`src/rtl/ipif_pkg.sv`:
```
// Shared types and helpers for the IPIF register initiator.
package ipif_pkg;

    localparam int unsigned MAX_NUM_REG = 64;
    localparam int unsigned TIMER_W     = 8;

    typedef enum logic [1:0] {
        S_IDLE   = 2'd0,
        S_ACCESS = 2'd1,
        S_RESP   = 2'd2,
        S_GAP    = 2'd3
    } state_t;

    // Bits needed to index n registers (0 for n <= 1).
    function automatic int unsigned clog2(input int unsigned n);
        int unsigned r;
        r = 0;
        for (int unsigned i = 0; i < 32; i++) begin
            if ((64'd1 << i) < 64'(n)) r = i + 1;
        end
        return r;
    endfunction

    // One-hot chip-enable for register idx; all zeros when idx is out of range.
    function automatic logic [MAX_NUM_REG-1:0] onehot(input int unsigned idx,
                                                      input int unsigned n);
        logic [MAX_NUM_REG-1:0] v;
        v = '0;
        if (idx < n && idx < MAX_NUM_REG) v = MAX_NUM_REG'(1) << idx;
        return v;
    endfunction

endpackage

```
`src/rtl/ipif_reg_master_if.sv`:
```
// Command/response port and IPIF slave bus of the register initiator.
interface ipif_reg_master_if #(
    parameter int unsigned C_NUM_REG    = 1,
    parameter int unsigned C_SLV_DWIDTH = 32,
    parameter int unsigned C_REG_AW     = 1
);
    localparam int unsigned BE_W = C_SLV_DWIDTH / 8;

    logic                    cmd_valid;
    logic                    cmd_ready;
    logic                    cmd_rnw;
    logic [C_REG_AW-1:0]     cmd_reg;
    logic [C_SLV_DWIDTH-1:0] cmd_data;
    logic [BE_W-1:0]         cmd_be;

    logic                    rsp_valid;
    logic                    rsp_ready;
    logic [C_SLV_DWIDTH-1:0] rsp_data;
    logic                    rsp_error;
    logic                    rsp_timeout;

    logic [C_SLV_DWIDTH-1:0] Bus2IP_Data;
    logic [BE_W-1:0]         Bus2IP_BE;
    logic [C_NUM_REG-1:0]    Bus2IP_RdCE;
    logic [C_NUM_REG-1:0]    Bus2IP_WrCE;
    logic [C_SLV_DWIDTH-1:0] IP2Bus_Data;
    logic                    IP2Bus_RdAck;
    logic                    IP2Bus_WrAck;
    logic                    IP2Bus_Error;

    modport master (
        input  cmd_valid, cmd_rnw, cmd_reg, cmd_data, cmd_be, rsp_ready,
        input  IP2Bus_Data, IP2Bus_RdAck, IP2Bus_WrAck, IP2Bus_Error,
        output cmd_ready, rsp_valid, rsp_data, rsp_error, rsp_timeout,
        output Bus2IP_Data, Bus2IP_BE, Bus2IP_RdCE, Bus2IP_WrCE
    );

    modport slave (
        output cmd_valid, cmd_rnw, cmd_reg, cmd_data, cmd_be, rsp_ready,
        output IP2Bus_Data, IP2Bus_RdAck, IP2Bus_WrAck, IP2Bus_Error,
        input  cmd_ready, rsp_valid, rsp_data, rsp_error, rsp_timeout,
        input  Bus2IP_Data, Bus2IP_BE, Bus2IP_RdCE, Bus2IP_WrCE
    );

endinterface

```
`src/rtl/ipif_ack_timer.sv`:
```
// Acknowledge watchdog: counts enabled cycles, flags the last allowed one.
module ipif_ack_timer
    import ipif_pkg::*;
#(
    parameter int unsigned C_TIMEOUT = 16
) (
    input  logic clk,
    input  logic rst,
    input  logic clr,
    input  logic en,
    output logic tc_c
);

    logic [TIMER_W-1:0] cnt;

    always_ff @(posedge clk or posedge rst) begin
        if (rst)      cnt <= '0;
        else if (clr) cnt <= '0;
        else if (en)  cnt <= cnt + TIMER_W'(1);
    end

    // High in the cycle whose edge brings the count to C_TIMEOUT.
    assign tc_c = en && (cnt == TIMER_W'(C_TIMEOUT - 1));

endmodule

```
`src/rtl/ipif_reg_master.sv`:
```
// IPIF register initiator: one command in, one CE access, one response out.
module ipif_reg_master
    import ipif_pkg::*;
#(
    parameter int unsigned C_NUM_REG    = 1,
    parameter int unsigned C_SLV_DWIDTH = 32,
    parameter int unsigned C_REG_AW     = (clog2(C_NUM_REG) < 1) ? 1 : clog2(C_NUM_REG),
    parameter int unsigned C_TIMEOUT    = 16
) (
    input  logic               Bus2IP_Clk,
    input  logic               Bus2IP_Reset,
    ipif_reg_master_if.master  bus
);

    localparam int unsigned BE_W = C_SLV_DWIDTH / 8;

    state_t state;
    logic   rnw;
    logic   tc_c;
    logic   ack_c;

    // Only the acknowledge matching the access direction is honoured.
    assign ack_c = rnw ? bus.IP2Bus_RdAck : bus.IP2Bus_WrAck;

    ipif_ack_timer #(
        .C_TIMEOUT (C_TIMEOUT)
    ) u_timer (
        .clk  (Bus2IP_Clk),
        .rst  (Bus2IP_Reset),
        .clr  (state != S_ACCESS),
        .en   (state == S_ACCESS),
        .tc_c (tc_c)
    );

    always_ff @(posedge Bus2IP_Clk or posedge Bus2IP_Reset) begin
        if (Bus2IP_Reset) begin
            state           <= S_IDLE;
            rnw             <= 1'b0;
            bus.cmd_ready   <= 1'b1;
            bus.rsp_valid   <= 1'b0;
            bus.rsp_data    <= '0;
            bus.rsp_error   <= 1'b0;
            bus.rsp_timeout <= 1'b0;
            bus.Bus2IP_Data <= '0;
            bus.Bus2IP_BE   <= '0;
            bus.Bus2IP_RdCE <= '0;
            bus.Bus2IP_WrCE <= '0;
        end else begin
            case (state)
                S_IDLE: begin
                    if (bus.cmd_valid) begin
                        rnw           <= bus.cmd_rnw;
                        bus.cmd_ready <= 1'b0;
                        if (32'(bus.cmd_reg) >= C_NUM_REG) begin
                            bus.rsp_valid   <= 1'b1;
                            bus.rsp_data    <= '0;
                            bus.rsp_error   <= 1'b1;
                            bus.rsp_timeout <= 1'b0;
                            state           <= S_RESP;
                        end else begin
                            if (bus.cmd_rnw) begin
                                bus.Bus2IP_RdCE <= C_NUM_REG'(onehot(32'(bus.cmd_reg), C_NUM_REG));
                                bus.Bus2IP_BE   <= '1;
                            end else begin
                                bus.Bus2IP_WrCE <= C_NUM_REG'(onehot(32'(bus.cmd_reg), C_NUM_REG));
                                bus.Bus2IP_BE   <= bus.cmd_be;
                            end
                            bus.Bus2IP_Data <= bus.cmd_data;
                            state           <= S_ACCESS;
                        end
                    end
                end

                // Acknowledge takes priority over a coincident timeout.
                S_ACCESS: begin
                    if (ack_c || tc_c) begin
                        bus.rsp_valid   <= 1'b1;
                        bus.rsp_data    <= (ack_c && rnw) ? bus.IP2Bus_Data : '0;
                        bus.rsp_error   <= ack_c && bus.IP2Bus_Error;
                        bus.rsp_timeout <= !ack_c;
                        bus.Bus2IP_Data <= '0;
                        bus.Bus2IP_BE   <= BE_W'(0);
                        bus.Bus2IP_RdCE <= '0;
                        bus.Bus2IP_WrCE <= '0;
                        state           <= S_RESP;
                    end
                end

                S_RESP: begin
                    if (bus.rsp_ready) begin
                        bus.rsp_valid   <= 1'b0;
                        bus.rsp_data    <= '0;
                        bus.rsp_error   <= 1'b0;
                        bus.rsp_timeout <= 1'b0;
                        state           <= S_GAP;
                    end
                end

                S_GAP: begin
                    bus.cmd_ready <= 1'b1;
                    state         <= S_IDLE;
                end

                default: state <= S_IDLE;
            endcase
        end
    end

endmodule

```
`src/flat_wrapper.sv`:
```
// flat-port wrapper written by rule: the top's interface ports become plain ports
module ipif_reg_master_flat import ipif_pkg::*;
#(
    parameter int unsigned C_NUM_REG    = 1,
    parameter int unsigned C_SLV_DWIDTH = 32,
    parameter int unsigned C_REG_AW     = (clog2(C_NUM_REG) < 1) ? 1 : clog2(C_NUM_REG),
    parameter int unsigned C_TIMEOUT    = 16
)
  (Bus2IP_Clk, Bus2IP_Reset, bus_cmd_valid, bus_cmd_rnw, bus_cmd_reg, bus_cmd_data, bus_cmd_be, bus_rsp_ready, bus_IP2Bus_Data, bus_IP2Bus_RdAck, bus_IP2Bus_WrAck, bus_IP2Bus_Error, bus_cmd_ready, bus_rsp_valid, bus_rsp_data, bus_rsp_error, bus_rsp_timeout, bus_Bus2IP_Data, bus_Bus2IP_BE, bus_Bus2IP_RdCE, bus_Bus2IP_WrCE);
  ipif_reg_master_if #(.C_NUM_REG(C_NUM_REG), .C_SLV_DWIDTH(C_SLV_DWIDTH), .C_REG_AW(C_REG_AW)) bus_i ();
  input  logic Bus2IP_Clk;
  input  logic Bus2IP_Reset;
  input wire logic [$bits(bus_i.cmd_valid)-1:0] bus_cmd_valid;
  input wire logic [$bits(bus_i.cmd_rnw)-1:0] bus_cmd_rnw;
  input wire logic [$bits(bus_i.cmd_reg)-1:0] bus_cmd_reg;
  input wire logic [$bits(bus_i.cmd_data)-1:0] bus_cmd_data;
  input wire logic [$bits(bus_i.cmd_be)-1:0] bus_cmd_be;
  input wire logic [$bits(bus_i.rsp_ready)-1:0] bus_rsp_ready;
  input wire logic [$bits(bus_i.IP2Bus_Data)-1:0] bus_IP2Bus_Data;
  input wire logic [$bits(bus_i.IP2Bus_RdAck)-1:0] bus_IP2Bus_RdAck;
  input wire logic [$bits(bus_i.IP2Bus_WrAck)-1:0] bus_IP2Bus_WrAck;
  input wire logic [$bits(bus_i.IP2Bus_Error)-1:0] bus_IP2Bus_Error;
  output wire logic [$bits(bus_i.cmd_ready)-1:0] bus_cmd_ready;
  output wire logic [$bits(bus_i.rsp_valid)-1:0] bus_rsp_valid;
  output wire logic [$bits(bus_i.rsp_data)-1:0] bus_rsp_data;
  output wire logic [$bits(bus_i.rsp_error)-1:0] bus_rsp_error;
  output wire logic [$bits(bus_i.rsp_timeout)-1:0] bus_rsp_timeout;
  output wire logic [$bits(bus_i.Bus2IP_Data)-1:0] bus_Bus2IP_Data;
  output wire logic [$bits(bus_i.Bus2IP_BE)-1:0] bus_Bus2IP_BE;
  output wire logic [$bits(bus_i.Bus2IP_RdCE)-1:0] bus_Bus2IP_RdCE;
  output wire logic [$bits(bus_i.Bus2IP_WrCE)-1:0] bus_Bus2IP_WrCE;
  assign bus_i.cmd_valid = bus_cmd_valid;
  assign bus_i.cmd_rnw = bus_cmd_rnw;
  assign bus_i.cmd_reg = bus_cmd_reg;
  assign bus_i.cmd_data = bus_cmd_data;
  assign bus_i.cmd_be = bus_cmd_be;
  assign bus_i.rsp_ready = bus_rsp_ready;
  assign bus_i.IP2Bus_Data = bus_IP2Bus_Data;
  assign bus_i.IP2Bus_RdAck = bus_IP2Bus_RdAck;
  assign bus_i.IP2Bus_WrAck = bus_IP2Bus_WrAck;
  assign bus_i.IP2Bus_Error = bus_IP2Bus_Error;
  assign bus_cmd_ready = bus_i.cmd_ready;
  assign bus_rsp_valid = bus_i.rsp_valid;
  assign bus_rsp_data = bus_i.rsp_data;
  assign bus_rsp_error = bus_i.rsp_error;
  assign bus_rsp_timeout = bus_i.rsp_timeout;
  assign bus_Bus2IP_Data = bus_i.Bus2IP_Data;
  assign bus_Bus2IP_BE = bus_i.Bus2IP_BE;
  assign bus_Bus2IP_RdCE = bus_i.Bus2IP_RdCE;
  assign bus_Bus2IP_WrCE = bus_i.Bus2IP_WrCE;
  ipif_reg_master #(.C_NUM_REG(C_NUM_REG), .C_SLV_DWIDTH(C_SLV_DWIDTH), .C_REG_AW(C_REG_AW), .C_TIMEOUT(C_TIMEOUT)) u_core (.Bus2IP_Clk(Bus2IP_Clk), .Bus2IP_Reset(Bus2IP_Reset), .bus(bus_i));
endmodule
```
`config.mk`:
```
export PLATFORM = sky130hd
export DESIGN_NAME = ipif_reg_master_flat
export DESIGN_NICKNAME = d
export VERILOG_FILES = /design/src/rtl/ipif_pkg.sv /design/src/rtl/ipif_reg_master_if.sv /design/src/rtl/ipif_ack_timer.sv /design/src/rtl/ipif_reg_master.sv /design/src/flat_wrapper.sv
export SDC_FILE = /design/constraint.sdc
export NUM_CORES = 1
export LEC_CHECK = 0
export ABC_AREA = 1
export CAP_MARGIN = 25
export CORE_MARGIN = 5
export CORE_UTILIZATION = 41
export DETAILED_ROUTE_END_ITERATION = 6
export PLACE_DENSITY = 0.77
export SYNTH_ARGS = -nofsm -noshare
export SYNTH_HDL_FRONTEND = slang
export SYNTH_SLANG_ARGS = --single-unit
```
`constraint.sdc`:
```
create_clock -name Bus2IP_Clk -period 2.5 [get_ports Bus2IP_Clk]
set_input_delay 0.5 -clock Bus2IP_Clk [delete_from_list [all_inputs] [get_ports Bus2IP_Clk]]
set_output_delay 0.5 -clock Bus2IP_Clk [all_outputs]
set_load 0.02 [all_outputs]
```
# After elaboration in Yosys (flattened, before gate mapping)
# Index checks and enable logic that the tools add are counted.
dict set report totals {
  reg_bits 85
  input_bits 77
  elab_cells 91
}
dict set report op_classes {
  n_mux 46
  reduce_logical 17
  n_lt_le_gt_ge 2
  shifts 1
  n_addsub 1
  n_eq_ne 12
}
# op count
set op_table {}
lappend op_table {{$mux 32} 8}
lappend op_table {{$pmux 32 s3} 1}
lappend op_table {{$pmux 32 s2} 1}
lappend op_table {{$mux 1} 18}
lappend op_table {{$mux 4} 4}
lappend op_table {{$mux 8} 2}
lappend op_table {{$reduce_and 5->1} 3}
lappend op_table {{$ne 2x2->1 const B} 5}
lappend op_table {{$pmux 1 s3} 3}
lappend op_table {{$add 8x1->8 const B} 1}
lappend op_table {{$eq 8x4->1 const B} 1}
lappend op_table {{$mux 2} 4}
lappend op_table {{$pmux 2 s4} 1}
lappend op_table {{$pmux 4 s2} 1}
lappend op_table {{$ne 2x1->1 const B} 3}
lappend op_table {{$pmux 1 s2} 3}
lappend op_table {{$reduce_bool 2->1} 3}
lappend op_table {{$eq 2x2->1 const B} 2}
lappend op_table {{$reduce_and 2->1} 2}
lappend op_table {{$reduce_and 4->1} 1}
lappend op_table {{$logic_and 1x1->1} 3}
lappend op_table {{$reduce_and 3->1} 1}
lappend op_table {{$reduce_bool 3->1} 1}
lappend op_table {{$eq 2x1->1 const B} 1}
lappend op_table {{6 further kinds} 6}

# Depth between registers and ports, before layout
# Gate-level depths: netlist of the first run.
dict set report logic_depth {
  word_depth 6
  depth_mapped 10
}

# Cells and area by module
# A second synthesis of the first run with hierarchy kept.
dict set report hier_totals {
  cells_unflattened 579
  hier_area_um2 4329.2
}
# module area_per_inst_um2 n_inst seq_area_each_um2 cells_per_inst
set by_module_without_submodules {}
lappend by_module_without_submodules {ipif_reg_master 3878.7 1 1928.1 519}
lappend by_module_without_submodules {ipif_ack_timer 450.4 1 200.2 60}

# Worst setup path after synthesis of the first run
# Ideal clock, no wire load.
dict set report synth_timing {
  path_kind {register -> register}
  start {reg u_core.state[0]}
  end {reg u_core.bus.Bus2IP_Data[0]}
  slack_ps 898
  stages_incl_launch_ff 10
  t_required_ps 2383
  t_arrival_ps 1485
  setup_time_ps 117
  path_cell_list {dfrtp_1 -> inv_1 -> ha_1 -> buf_4 -> nor2_1 -> a21oi_2 -> nand3_4 -> buf_6 -> nand2_2 -> o21ai_2}
}
dict set report synth_between {
  elab_chain_len 5
}
# item line
set synth_lines {}
lappend synth_lines {{start, declared} ipif_reg_master.sv:17} ;# state_t state;
lappend synth_lines {{start signal, assigned} ipif_reg_master.sv:37} ;# state <= S_IDLE;
lappend synth_lines {{start signal, assigned} ipif_reg_master.sv:59} ;# state <= S_RESP;
lappend synth_lines {{start signal, assigned} ipif_reg_master.sv:69} ;# state <= S_ACCESS;
lappend synth_lines {{$eq 2x1->1} {ipif_reg_master.sv:31, ipif_reg_master.sv:49}}
lappend synth_lines {{$logic_and 1x1->1} ipif_ack_timer.sv:23} ;# assign tc_c = en && (cnt == TIMER_W'(C_TIMEOUT - 1));
lappend synth_lines {{$logic_or 1x1->1} ipif_reg_master.sv:76} ;# if (ack_c || tc_c) begin
lappend synth_lines {{$ne 2x1->1 (no line)} n/a}
lappend synth_lines {{$reduce_and 4->1 (no line)} n/a}
lappend synth_lines {{end signal, assigned} ipif_reg_master.sv:68} ;# bus.Bus2IP_Data <= bus.cmd_data;
lappend synth_lines {{end, declared} ipif_reg_master_if.sv:35} ;# output Bus2IP_Data, Bus2IP_BE, Bus2IP_RdCE, Bus2IP_WrCE
# Several ways; a longest one is shown, not always the timed one.
# A chain may end at the register's enable or synchronous reset.

# Worst setup path after layout of the first run
dict set report layout_timing {
  start {reg u_core.state[0]}
  end {reg u_core.bus.rsp_data[0]}
}
dict set report layout_between {
  elab_chain_len 5
}
# item line
set layout_lines {}
lappend layout_lines {{$eq 2x1->1} {ipif_reg_master.sv:31, ipif_reg_master.sv:49}}
lappend layout_lines {{$logic_and 1x1->1} ipif_ack_timer.sv:23}
lappend layout_lines {{$logic_or 1x1->1} ipif_reg_master.sv:76}
lappend layout_lines {{$ne 2x1->1 (no line)} n/a}
lappend layout_lines {{$reduce_and 5->1 (no line)} n/a}
lappend layout_lines {{end signal, assigned} ipif_reg_master.sv:78} ;# bus.rsp_data <= (ack_c && rnw) ? bus.IP2Bus_Data : '0;
lappend layout_lines {{end, declared} ipif_reg_master_if.sv:34} ;# output cmd_ready, rsp_valid, rsp_data, rsp_error, rsp_timeout,
# Several ways; a longest one is shown, not always the timed one.

==> results.md, run 1 <==
| Stage | Quantity | Value |
|---|---|---|
| timing | Total of endpoints with negative setup slack in the final report | 0 |
| timing | Time the worst path needs with I/O delays and setup | 2.29 ns |
| drt | Routed vias | 3816 |
| placement | Instance area after placement | 5750 sq um |
| pwr | Sequential Power Share | 31.3% |
| critical path | Crit path cell chain | inv_1, ha_1, inv_2, nor2_1, inv_2, nand4_4, nand2_1, nand2_1 |
| clock tree | TritonCTS clock tree | done |
| timing | Unrepaired setup endpoints after global routing | false |
| finish | Fraction of the core area covered by cells at the end of the flow | 58.5% |
| clock tree | Post-cts sizing count | 0 |
| critical path | Cell family contributing the most delay on the critical path | simple AND/OR/NAND/NOR gates |
| run status | Result of the run | finished clean |
| clock tree | Maximum count of clock buffers along a single path | 2 |
| drt | Count of routing violations after the opening detailed-route iteration | 270 |
| critical path | Maximum fanout along the worst path | 35 |
| clock tree | Clock-pin slew on the worst setup and hold paths | 0.09 ns |
| timing | Final Max Slew Viols | 0 |
| floorplan | Floorplan die area | 12400 sq um |
| pwr | Peak ir drop on the vdd network | 0.559 mV |
| clock tree | H-tree lvl count | 3 |
| placement | RePlAce Congestion | 0.861 |
| timing | Relative slew slack | 63.1% |
| global routing | Number of global-route vias before repair | 3848 |
| logic synthesis | Post-Synthesis Mean Instance Area | 8.55 sq um |
| drt | Number of search-and-repair iterations in the first detailed-routing pass | 4 |
| floorplan | Die X | 111 microns |
| placement | Number of buffers added on ports | 150 |
| drt | Post-detailed-route DRC marker count | 0 |
| pwr | Overall power after layout | 6.55 mW |
| floorplan | Height of the chip | 111 microns |
| timing | Count of final hold-check violations | 0 |
| global routing | Remaining global-route overflow | 0 |
| clock tree | Post-CTS Hold Buffers | 0 |
| critical path | Cell with the biggest individual delay on the critical path | sky130_fd_sc_hd__nand4_4 |
| clock tree | Number of buffers created by CTS | 9 |
| floorplan | Initial standard-cell utilization of the core | 41.4% |
| logic synthesis | Synth Net Count | 573 |
| pwr | Clock power frac | 13.4% |
| clock tree | Clock Latency Late Sink | 0.34 ns |
| drt | Number of vias per cell | 4.97 |
| critical path | Arr. time, crit path | 2.52 ns |
| floorplan | Number of standard-cell rows in the floorplan | 37 |
| worst hold path | Hold Crit Class | flop to flop |
| timing | Sum Neg Setup Slack | 0 ns |
| finish | Final standard cell area without fillers | 5930 sq um |
| drt | Remaining antenna violation count after routing | 0 |
| logic synthesis | Async set-reset flop share out of synthesis | 100% |
| critical path | Required time at the endpoint of the critical path | 2.74 ns |
| critical path | CP peak stage delay | 0.51 ns |
| pwr | Power density cells | 1100 nW/um^2 |
| finish | Fraction of final layout cells with drive strength greater than 1 | 12.3% |
| global routing | Initial antenna violation count | 0 |
| global routing | Wire length of the first global-routing pass | 19300 microns |
| timing | Achievable frequency | 437 MHz |
| drt | Routed length per instance | 14.9 microns |
| finish | Count of antenna diodes in the layout | 0 |
| clock tree | Clock sink count | 85 |
| critical path | Crit Path Class | flop to flop |
| placement | Placed wire-length estimate | 8120 microns |
| logic synthesis | Synth Flop Type | sky130_fd_sc_hd__dfrtp_1 |
| logic synthesis | Yosys cell types | 27 |
| logic synthesis | Fraction of the yosys area taken by sequential cells | 50.7% |
| global routing | Total global routing track utilization | 18.7% |
| finish | Number of nets in the finished design | 710 |
| global routing | Pin count of the biggest net entering global routing | 86 |
| clock tree | Clock root buffer master | sky130_fd_sc_hd__clkbuf_8 |
| pwr | Internal power | 3.62 mW |
| drt | Routed Wire Length | 11400 microns |
| logic synthesis | Number of synthesized flops with an enable pin | 0 |
| floorplan | IO Count | 151 |
| logic synthesis | Yosys warning count | 0 |
| pwr | Static leakage power | 2.71 nW |
| pwr | Combinational share of power | 55.3% |
| pwr | Switching Fraction | 44.7% |
| timing | Post-route clock period utilization | 91.5% |
| floorplan | Core Footprint | 10100 sq um |
| job | Reported max-cap violation count | 0 |
| clock tree | Post-CTS Setup Inserts | 0 |
| logic synthesis | Number of storage elements in the synthesis netlist | 85 |
| timing | Final setup skew | 0.0170 ns |
| pwr | Switching power | 2.93 mW |
| critical path | Type of element capturing the critical path | flop |
| logic synthesis | Synth Instances | 491 |
| timing | Slew at the pin closest to its max-slew limit | 0.552 ns |
| critical path | Category of the worst setup path launch point | flop |
| logic synthesis | Synthesized cell area | 4200 sq um |
| finish | Area added between synthesis and finish | 41.3% |
| critical path | Worst path bufs/invs | 3 |
Yosys cell counts (2+ instances only):
library cell / instances / area share, %
sky130_fd_sc_hd__nand4_1: 39 / 5.8
sky130_fd_sc_hd__o21ai_2: 36 / 7.5
sky130_fd_sc_hd__ha_1: 5 / 1.5
sky130_fd_sc_hd__inv_2: 3 / 0.27
sky130_fd_sc_hd__nor2_2: 2 / 0.30
sky130_fd_sc_hd__a21oi_1: 6 / 0.72
sky130_fd_sc_hd__o21ai_0: 12 / 1.4
sky130_fd_sc_hd__buf_2: 5 / 0.60
sky130_fd_sc_hd__inv_1: 14 / 1.3
sky130_fd_sc_hd__buf_6: 12 / 3.2
sky130_fd_sc_hd__clkbuf_1: 13 / 1.2
sky130_fd_sc_hd__buf_1: 2 / 0.18
sky130_fd_sc_hd__nand3_1: 5 / 0.60
sky130_fd_sc_hd__nand2_2: 5 / 0.75
sky130_fd_sc_hd__dfrtp_1: 84 / 50
sky130_fd_sc_hd__nor2_1: 47 / 4.2
sky130_fd_sc_hd__nand2_1: 190 / 17
sky130_fd_sc_hd__buf_4: 2 / 0.36
cell families (layout without fill, tap and decap cells):
kind of cell               count (synthesis)  after routing  synth area share, %
DFF                                       85             85                 50.7
adders and majority gates                  5              5                 1.49
AOI/OAI and AO/OA                         58             58                 10.8
and+or+nand+nor                          292            292                 29.9
buffers and inverters                     51            192                 7.03
state kept, by name (all words and copies together) (netlist names), 2 cells and up:
register and cells:
u_core.bus.Bus2IP_Data 32, u_core.u_timer.cnt 8, u_core.bus.rsp_data 32, u_core.state 2, u_core.bus.Bus2IP_BE 4
worst paths after layout:
path / slack (ns) / cells after the start / from / end
max: 0.21 / 8 / u_core.state[0] / u_core.bus.rsp_data[0]
min: 0.46 / 1 / u_core.u_timer.cnt[0] / u_core.u_timer.cnt[0]
max reg2reg: 0.21 / 8 / u_core.state[0] / u_core.bus.rsp_data[0]
min reg2reg: 0.46 / 1 / u_core.u_timer.cnt[0] / u_core.u_timer.cnt[0]
max in group asynchronous: 1.50 / 3 / Bus2IP_Reset / u_core.bus.cmd_ready
min in group asynchronous: 0.62 / 3 / Bus2IP_Reset / u_core.bus.rsp_data[5]
worst register-to-register path, delay by kind of cell, from the launching register on:
| kind | cells | cell delay, ns |
|---|---|---|
| adder cells (fa/ha/maj) | 1 | 0.35 |
| AND/OR/NAND/NOR | 4 | 0.88 |
| flip-flops | 1 | 0.41 |
| buffers and inverters | 3 | 0.54 |
placed cells by master (no fill, tap or decap), drive strengths merged:
cell type / instances
o21ai: 49
buf: 10
nand3: 7
nand4: 40
a21oi: 8
ha: 5
a22o: 1
nor3: 1
inv: 16
clkinv: 2
clkdlybuf4s50: 150
clkbuf: 12
dfstp: 1
nand2: 195
dfrtp: 84
clkinvlp: 2
nor2: 49
power groups by stage:
stage	combinational, mW	clock [mW]	sequential, mW
floorplan	2.09	0	2.48
global route	3.95	0.962	2.10
detailed placement	3.63	0	2.07
finish	3.62	0.881	2.05
CTS	3.65	0.905	2.05
global placement	3.54	0	2.05
metal layers:
layer | vias up | share of wire, % | track usage (%)
li1 | 1854 | - | -
met1 | 1829 | 43 | 23.8
met2 | 115 | 49 | 31.4
met3 | 18 | 5.2 | 3.82
met4 | 0 | 2.5 | 6.89
met5 | - | 0 | 0
per-stage QoR:
stage	setup slack (ns)	cells	hold slack [ns]
after floorplan	0.898	491	0.433
after global placement	0.309	753	0.444
after detailed placement	0.200	753	0.457
after CTS	0.239	768	0.466
after global routing	0.0140	768	0.500
final	0.213	768	0.461
cell type report:
cell class,instances,area (sq um)
Fill cell,889,4210
Timing Repair Buffer,160,1610
Clock buffer,12,155
Tap cell,136,170
Multi-Input combinational cell,355,1770
Clock inverter,3,21.3
Sequential cell,85,2130
Inverter,17,67.6
(Power assumes the default switching activity.)
==> run 2, diff against run 1 <==
--- a/config.mk
+++ b/config.mk
@@ -7,10 +7,11 @@
 export LEC_CHECK = 0
 export ABC_AREA = 1
 export CAP_MARGIN = 25
-export CORE_MARGIN = 5
-export CORE_UTILIZATION = 41
+export CELL_PAD_IN_SITES_DETAIL_PLACEMENT = 1
+export CELL_PAD_IN_SITES_GLOBAL_PLACEMENT = 1
+export CORE_UTILIZATION = 29
 export DETAILED_ROUTE_END_ITERATION = 6
-export PLACE_DENSITY = 0.77
+export PLACE_DENSITY_LB_ADDON = 0.1
 export SYNTH_ARGS = -nofsm -noshare
 export SYNTH_HDL_FRONTEND = slang
 export SYNTH_SLANG_ARGS = --single-unit
==> run 2 against run 1 <==
Effect of this change:
- critical path depth grew 1
- flip-flop and latch count is the same
- non-clock buffer count grew 4
- sequential power is essentially flat
- clock skew shrank 0.0056 ns
- die area grew 21%
- clock power grew 42%
- power grew 7.5%
- worst hold slack gained 0.020 ns
- wire length grew 13%
- critical endpoint is now u_core.bus.rsp_data[16]
- largest cell class unchanged
- highest routed layer unchanged
==> results.md, run 2 (same netlist as run 1, synthesis figures left out) <==
| Stage | Quantity | Value |
|---|---|---|
| placement | Post-placement cell count | 801 |
| clock tree | TritonCTS clock tree | done |
| finish | Fraction of final layout cells with drive strength greater than 1 | 12.9% |
| clock tree | Post-CTS Setup Inserts | 0 |
| finish | Number of nets in the finished design | 714 |
| critical path | Maximum fanout along the worst path | 35 |
| floorplan | Number of standard-cell rows in the floorplan | 43 |
| timing | Relative slew slack | 63.3% |
| timing | Sum Neg Setup Slack | 0 ns |
| finish | Area added between synthesis and finish | 45.5% |
| critical path | Type of element capturing the critical path | flop |
| finish | Final std cells w/o fill | 815 |
| global routing | Met2 usage | 30.0% |
| global routing | Pin count of the biggest net entering global routing | 73 |
| drt | Routed Wire Length | 12900 microns |
| pwr | Power density cells | 1150 nW/um^2 |
| global routing | Initial antenna violation count | 0 |
| finish | Most common cell after layout, fill and taps aside | sky130_fd_sc_hd__nand2_1 |
| timing | Count of final hold-check violations | 0 |
| floorplan | Initial standard-cell utilization of the core | 30.0% |
| clock tree | Maximum count of clock buffers along a single path | 2 |
| drt | Number of vias per cell | 4.74 |
| clock tree | Clock sink count | 85 |
| global routing | Wire length of the first global-routing pass | 20700 microns |
| run status | Result of the run | finished clean |
| pwr | Overall power after layout | 7.04 mW |
| drt | Post-detailed-route DRC marker count | 0 |
| global routing | Total global routing track utilization | 17.9% |
| finish | Fraction of the core area covered by cells at the end of the flow | 43.7% |
| timing | Time the worst path needs with I/O delays and setup | 2.09 ns |
| critical path | Arr. time, crit path | 2.37 ns |
| timing | Worst hold slack | 0.481 ns |
| global routing | Remaining global-route overflow | 0 |
| drt | Number of search-and-repair iterations in the first detailed-routing pass | 4 |
| global routing | Most utilized layer in the global route result | met2 |
| clock tree | Clock root buffer master | sky130_fd_sc_hd__clkbuf_16 |
| placement | Instance area after placement | 5840 sq um |
| floorplan | Die X | 122 microns |
| critical path | Category of the worst setup path launch point | flop |
| drt | Remaining antenna violation count after routing | 0 |
| clock tree | Post-cts sizing count | 0 |
| finish | Highest-count cells in the layout ignoring fill and taps | 190 x sky130_fd_sc_hd__nand2_1, 150 x sky130_fd_sc_hd__clkdlybuf4s50_1, 84 x sky130_fd_sc_hd__dfrtp_1 |
| clock tree | Clock Latency Late Sink | 0.35 ns |
| drt | Count of routing violations after the opening detailed-route iteration | 211 |
| pwr | Static leakage power | 2.78 nW |
| job | Reported max-cap violation count | 0 |
| floorplan | IO Count | 151 |
| worst hold path | Hold Crit Class | flop to flop |
| pwr | Peak ir drop on the vdd network | 0.675 mV |
| global routing | Met1 capacity usage during global routing | 22.7% |
| clock tree | Clock-pin slew on the worst setup and hold paths | 0.06 ns |
| clock tree | Number of buffers created by CTS | 9 |
| floorplan | Height of the chip | 122 microns |
| timing | Final setup skew | 0.0113 ns |
| floorplan | Core Footprint | 14000 sq um |
| clock tree | H-tree lvl count | 3 |
| timing | Unrepaired setup endpoints after global routing | false |
| timing | Achievable frequency | 478 MHz |
| critical path | Required time at the endpoint of the critical path | 2.78 ns |
| finish | Registers with the most flip-flops | u_core.bus.Bus2IP_Data: 32 flops, u_core.bus.rsp_data: 32 flops, u_core.u_timer.cnt: 8 flops |
| clock tree | Post-CTS Hold Buffers | 0 |
| placement | Number of buffers added on ports | 150 |
| critical path | Crit Path Class | flop to flop |
| timing | Slew at the pin closest to its max-slew limit | 0.550 ns |
| drt | Routed vias | 3861 |
| timing | Final Max Slew Viols | 0 |
| finish | Count of antenna diodes in the layout | 0 |
| timing | Total of endpoints with negative setup slack in the final report | 0 |
| drt | Routed length per instance | 15.8 microns |
| timing | Post-route clock period utilization | 83.6% |
| placement | Minimum setup slack after placement | 0.340 ns |
| floorplan | Floorplan die area | 15000 sq um |
| placement | Placed wire-length estimate | 8740 microns |
| global routing | Number of global-route vias before repair | 4041 |
| timing | Worst-case setup margin in the final layout | 0.410 ns |
| global routing | Met3 usage | 3.16% |
| placement | RePlAce Congestion | 0.761 |
| finish | Final standard cell area without fillers | 6110 sq um |
==> run 2: power breakdown <==
group | total (mW) | internal, mW | leakage, nW | switching [mW]
sequential | 2.04 | 1.80 | 1.12 | 0.244
combinational | 3.75 | 1.45 | 1.52 | 2.30
clock | 1.25 | 0.713 | 0.134 | 0.533
==> run 2: final timing paths <==
| kind | start | to | slack [ns] | cells past startpoint |
|---|---|---|---|---|
| setup / recovery | u_core.state[0] | u_core.bus.rsp_data[16] | 0.41 | 9 |
| hold / removal | u_core.bus.Bus2IP_Data[30] | u_core.bus.Bus2IP_Data[30] | 0.48 | 2 |
| setup reg to reg | u_core.state[0] | u_core.bus.rsp_data[16] | 0.41 | 9 |
| hold reg to reg | u_core.bus.Bus2IP_Data[30] | u_core.bus.Bus2IP_Data[30] | 0.48 | 2 |
| max in group asynchronous | Bus2IP_Reset | u_core.bus.cmd_ready | 1.55 | 3 |
| min in group asynchronous | Bus2IP_Reset | u_core.bus.rsp_data[4] | 0.58 | 3 |
==> run 2: worst max-delay path, stage by stage, from the launching register on <==
cell                      delay (ns)
sky130_fd_sc_hd__dfrtp_1        0.42
sky130_fd_sc_hd__inv_1          0.10
sky130_fd_sc_hd__ha_1           0.40
sky130_fd_sc_hd__inv_2          0.08
sky130_fd_sc_hd__nor2_1         0.17
sky130_fd_sc_hd__inv_2          0.13
sky130_fd_sc_hd__nand4_4        0.11
sky130_fd_sc_hd__buf_4          0.37
sky130_fd_sc_hd__nand2_1        0.13
sky130_fd_sc_hd__nand2_1        0.10
==> run 2: per-layer routing <==
metal / wire, microns / vias to the layer above
met5: 0 / -
met2: 6210 / 91
li1: - / 1867
met1: 5820 / 1888
met4: 257 / 0
met3: 579 / 15
==> run 2: layout make-up <==
cell class | count | area [sq um]
clock inverters | 2 | 10.0
clock buffers | 12 | 256
repair buffers | 164 | 1640
flip-flops and latches | 85 | 2130
well taps | 180 | 225
multi-input cells | 355 | 1780
inverters | 17 | 67.6
fillers | 1677 | 7880
==> run 3, diff against run 2 <==
--- a/config.mk
+++ b/config.mk
@@ -9,7 +9,7 @@
 export CAP_MARGIN = 25
 export CELL_PAD_IN_SITES_DETAIL_PLACEMENT = 1
 export CELL_PAD_IN_SITES_GLOBAL_PLACEMENT = 1
-export CORE_UTILIZATION = 29
+export CORE_UTILIZATION = 33
 export DETAILED_ROUTE_END_ITERATION = 6
 export PLACE_DENSITY_LB_ADDON = 0.1
 export SYNTH_ARGS = -nofsm -noshare
==> constraint.sdc (replaced) <==
create_clock -name Bus2IP_Clk -period 2 [get_ports Bus2IP_Clk]
set_input_delay 0.4 -clock Bus2IP_Clk [delete_from_list [all_inputs] [get_ports Bus2IP_Clk]]
set_output_delay 0.4 -clock Bus2IP_Clk [all_outputs]
set_load 0.02 [all_outputs]
==> run 3 against run 2 <==
Effect of this change:
- cell count is 0.74% lower
- sequential share of layout area is 0.44 points lower
- non-clock buffer count rose by 4
- count of clock-buffer cells in the layout rose by 2
- flip-flop and latch count stayed put
- die area down 12%
- combinational power up 30%
- wire length decreased by 3.4%
- setup slack worse by 0.31 ns
- utilization grew 7.0 points
- critical path type is now flop to output pin
- register-to-register slack got worse by 0.22 ns
==> results.md, run 3 (same netlist as run 1, synthesis figures left out) <==
| Stage | Quantity | Value |
|---|---|---|
| clock tree | Maximum count of clock buffers along a single path | 2 |
| floorplan | Height of the chip | 115 microns |
| floorplan | IO Count | 151 |
| timing | Relative slew slack | 69.1% |
| critical path | Maximum fanout along the worst path | 2 |
| finish | Number of nets in the finished design | 718 |
| timing | Final Max Slew Viols | 0 |
| finish | Area added between synthesis and finish | 47.4% |
| drt | Routed Wire Length | 12400 microns |
| clock tree | Post-CTS Hold Buffers | 0 |
| pwr | Static leakage power | 2.81 nW |
| clock tree | Clock Latency Late Sink | 0.34 ns |
| critical path | Crit Path Class | flop to output pin |
| drt | Remaining antenna violation count after routing | 0 |
| critical path | Worst path bufs/invs | 1 |
| placement | Number of buffers added on ports | 150 |
| timing | Total of endpoints with negative setup slack in the final report | 0 |
| finish | Final standard cell area without fillers | 6190 sq um |
| clock tree | Clock root buffer master | sky130_fd_sc_hd__clkbuf_16 |
| critical path | Arr. time, crit path | 1.50 ns |
| global routing | Number of global-route vias before repair | 4034 |
| clock tree | Clock sink count | 85 |
| clock tree | Clock-pin slew on the worst setup and hold paths | 0.06 ns |
| critical path | Origin of the worst setup path | u_core.bus.cmd_ready |
| run status | Result of the run | finished clean |
| timing | Sum Neg Setup Slack | 0 ns |
| finish | Fill cells | 1476 |
| drt | Post-detailed-route DRC marker count | 0 |
| job | Reported max-cap violation count | 0 |
| clock tree | Number of buffers created by CTS | 9 |
| pwr | Peak ir drop on the vdd network | 0.704 mV |
| drt | Count of routing violations after the opening detailed-route iteration | 261 |
| placement | Placed wire-length estimate | 8610 microns |
| floorplan | Core Footprint | 12200 sq um |
| pwr | Power density cells | 1470 nW/um^2 |
| timing | Final setup skew | 0.00860 ns |
| drt | Routed vias | 3880 |
| critical path | Cell family contributing the most delay on the critical path | buffers and inverters |
| critical path | Cell with the biggest individual delay on the critical path | sky130_fd_sc_hd__clkdlybuf4s50_1 |
| worst hold path | Launch point of the worst hold path | u_core.bus.rsp_error |
| global routing | Pin count of the biggest net entering global routing | 86 |
| floorplan | Die X | 115 microns |
| timing | Post-route clock period utilization | 94.8% |
| critical path | Required time at the endpoint of the critical path | 1.60 ns |
| timing | Achievable frequency | 527 MHz |
| clock tree | Post-CTS Setup Inserts | 0 |
| placement | RePlAce Congestion | 0.791 |
| timing | Slew at the pin closest to its max-slew limit | 0.463 ns |
| timing | Unrepaired setup endpoints after global routing | false |
| critical path | CP peak stage delay | 0.62 ns |
| finish | Fraction of final layout cells with drive strength greater than 1 | 13.4% |
| critical path | FF-to-FF Start | u_core.state[0] |
| drt | Number of vias per cell | 4.80 |
| timing | Time the worst path needs with I/O delays and setup | 1.90 ns |
| finish | Highest-count cells in the layout ignoring fill and taps | 190 x sky130_fd_sc_hd__nand2_1, 150 x sky130_fd_sc_hd__clkdlybuf4s50_1, 84 x sky130_fd_sc_hd__dfrtp_1 |
| global routing | Total global routing track utilization | 20.1% |
| placement | Instance area after placement | 5880 sq um |
| floorplan | Number of standard-cell rows in the floorplan | 40 |
| global routing | Remaining global-route overflow | 0 |
| timing | Count of final hold-check violations | 0 |
| floorplan | Floorplan die area | 13200 sq um |
| global routing | Initial antenna violation count | 0 |
| critical path | Type of element capturing the critical path | output pin |
| critical path | Category of the worst setup path launch point | flop |
| critical path | Crit path cell chain | clkdlybuf4s50_1 |
| drt | Routed length per instance | 15.4 microns |
| clock tree | H-tree lvl count | 3 |
| floorplan | Initial standard-cell utilization of the core | 34.4% |
| finish | Registers with the most flip-flops | u_core.bus.Bus2IP_Data: 32 flops, u_core.bus.rsp_data: 32 flops, u_core.u_timer.cnt: 8 flops |
| finish | Most common cell after layout, fill and taps aside | sky130_fd_sc_hd__nand2_1 |
| finish | Count of antenna diodes in the layout | 0 |
| clock tree | TritonCTS clock tree | done |
| worst hold path | Hold Crit Class | flop to flop |
| global routing | Wire length of the first global-routing pass | 20500 microns |
| drt | Number of search-and-repair iterations in the first detailed-routing pass | 4 |
-- run 3: cell types whose count changed in the layout (fill, tap and decap cells not counted) --
cell / change
sky130_fd_sc_hd__clkinv_2: -1
sky130_fd_sc_hd__buf_12: +3
sky130_fd_sc_hd__nor2_2: +1
sky130_fd_sc_hd__clkbuf_8: -1
sky130_fd_sc_hd__clkbuf_1: +3
sky130_fd_sc_hd__buf_4: +1
sky130_fd_sc_hd__bufinv_16: +1
sky130_fd_sc_hd__nor2_1: -1
-- run 3: path summary, 6_finish.rpt --
path,slack [ns],depth (start not counted),end
max in group asynchronous,1.08,3,u_core.bus.cmd_ready
worst min register to register,0.48,2,u_core.bus.rsp_error
worst max register to register,0.19,9,u_core.state[1]
worst max-delay path,0.10,1,bus_cmd_ready
min in group asynchronous,0.54,3,u_core.bus.Bus2IP_Data[21]
worst min-delay path,0.48,2,u_core.bus.rsp_error
-- run 3: per-stage QoR --
step	instances	util, %	hold slack [ns]	total power [mW]	setup WS [ns]
after floorplan	491	-	0.433	5.71	0.398
after global placement	793	48.1	0.463	7.35	0.0718
after detailed placement	793	48.1	0.468	7.48	0.0149
after CTS	809	50.5	0.484	9.22	0.0214
after global routing	809	50.7	0.504	9.74	0.0273
final	809	50.7	0.478	9.10	0.104
-- run 3: routing by layer --
| metal | vias to the layer above | share of wire (%) | GRT usage, % |
|---|---|---|---|
| met5 | - | 0 | 0 |
| met1 | 1906 | 45 | 26.2 |
| met2 | 86 | 49 | 33.9 |
| li1 | 1877 | - | - |
| met4 | 0 | 1.4 | 7.01 |
| met3 | 11 | 4.0 | 3.27 |
-- run 3: report_power, final --
group          switching [mW]  total, mW  leakage [nW]  internal (mW)
registers               0.310       2.56          1.12           2.25
logic                    2.88       4.87          1.55           1.99
clock network           0.664       1.67         0.141           1.00
total                    3.86       9.10          2.81           5.24
-- run 3: area by class of cell --
class / instances / area (sq um) / share of cell area (%)
timing repair buffer: 168 / 1710 / 27.7
clock buffer: 14 / 254 / 4.11
clock inverter: 2 / 35.0 / 0.566
sequential: 85 / 2130 / 34.4
inverter: 17 / 67.6 / 1.09
multi-input combinational: 355 / 1780 / 28.8
tap: 168 / 210 / 3.40
-- run 3: timing repair --
item                       in CTS  in global routing
hold endpoints to repair        0                  0
gates resized for setup         1                  4
setup endpoints to repair      36                 37
pin swaps                       0                  0
-- run 3: worst reg2reg max path: cells and delay by family, from the launching register on --
kind,cells,cell delay [ns]
simple gates,4,0.35
buf+inv,4,0.66
flops,1,0.42
fa+ha+maj,1,0.30
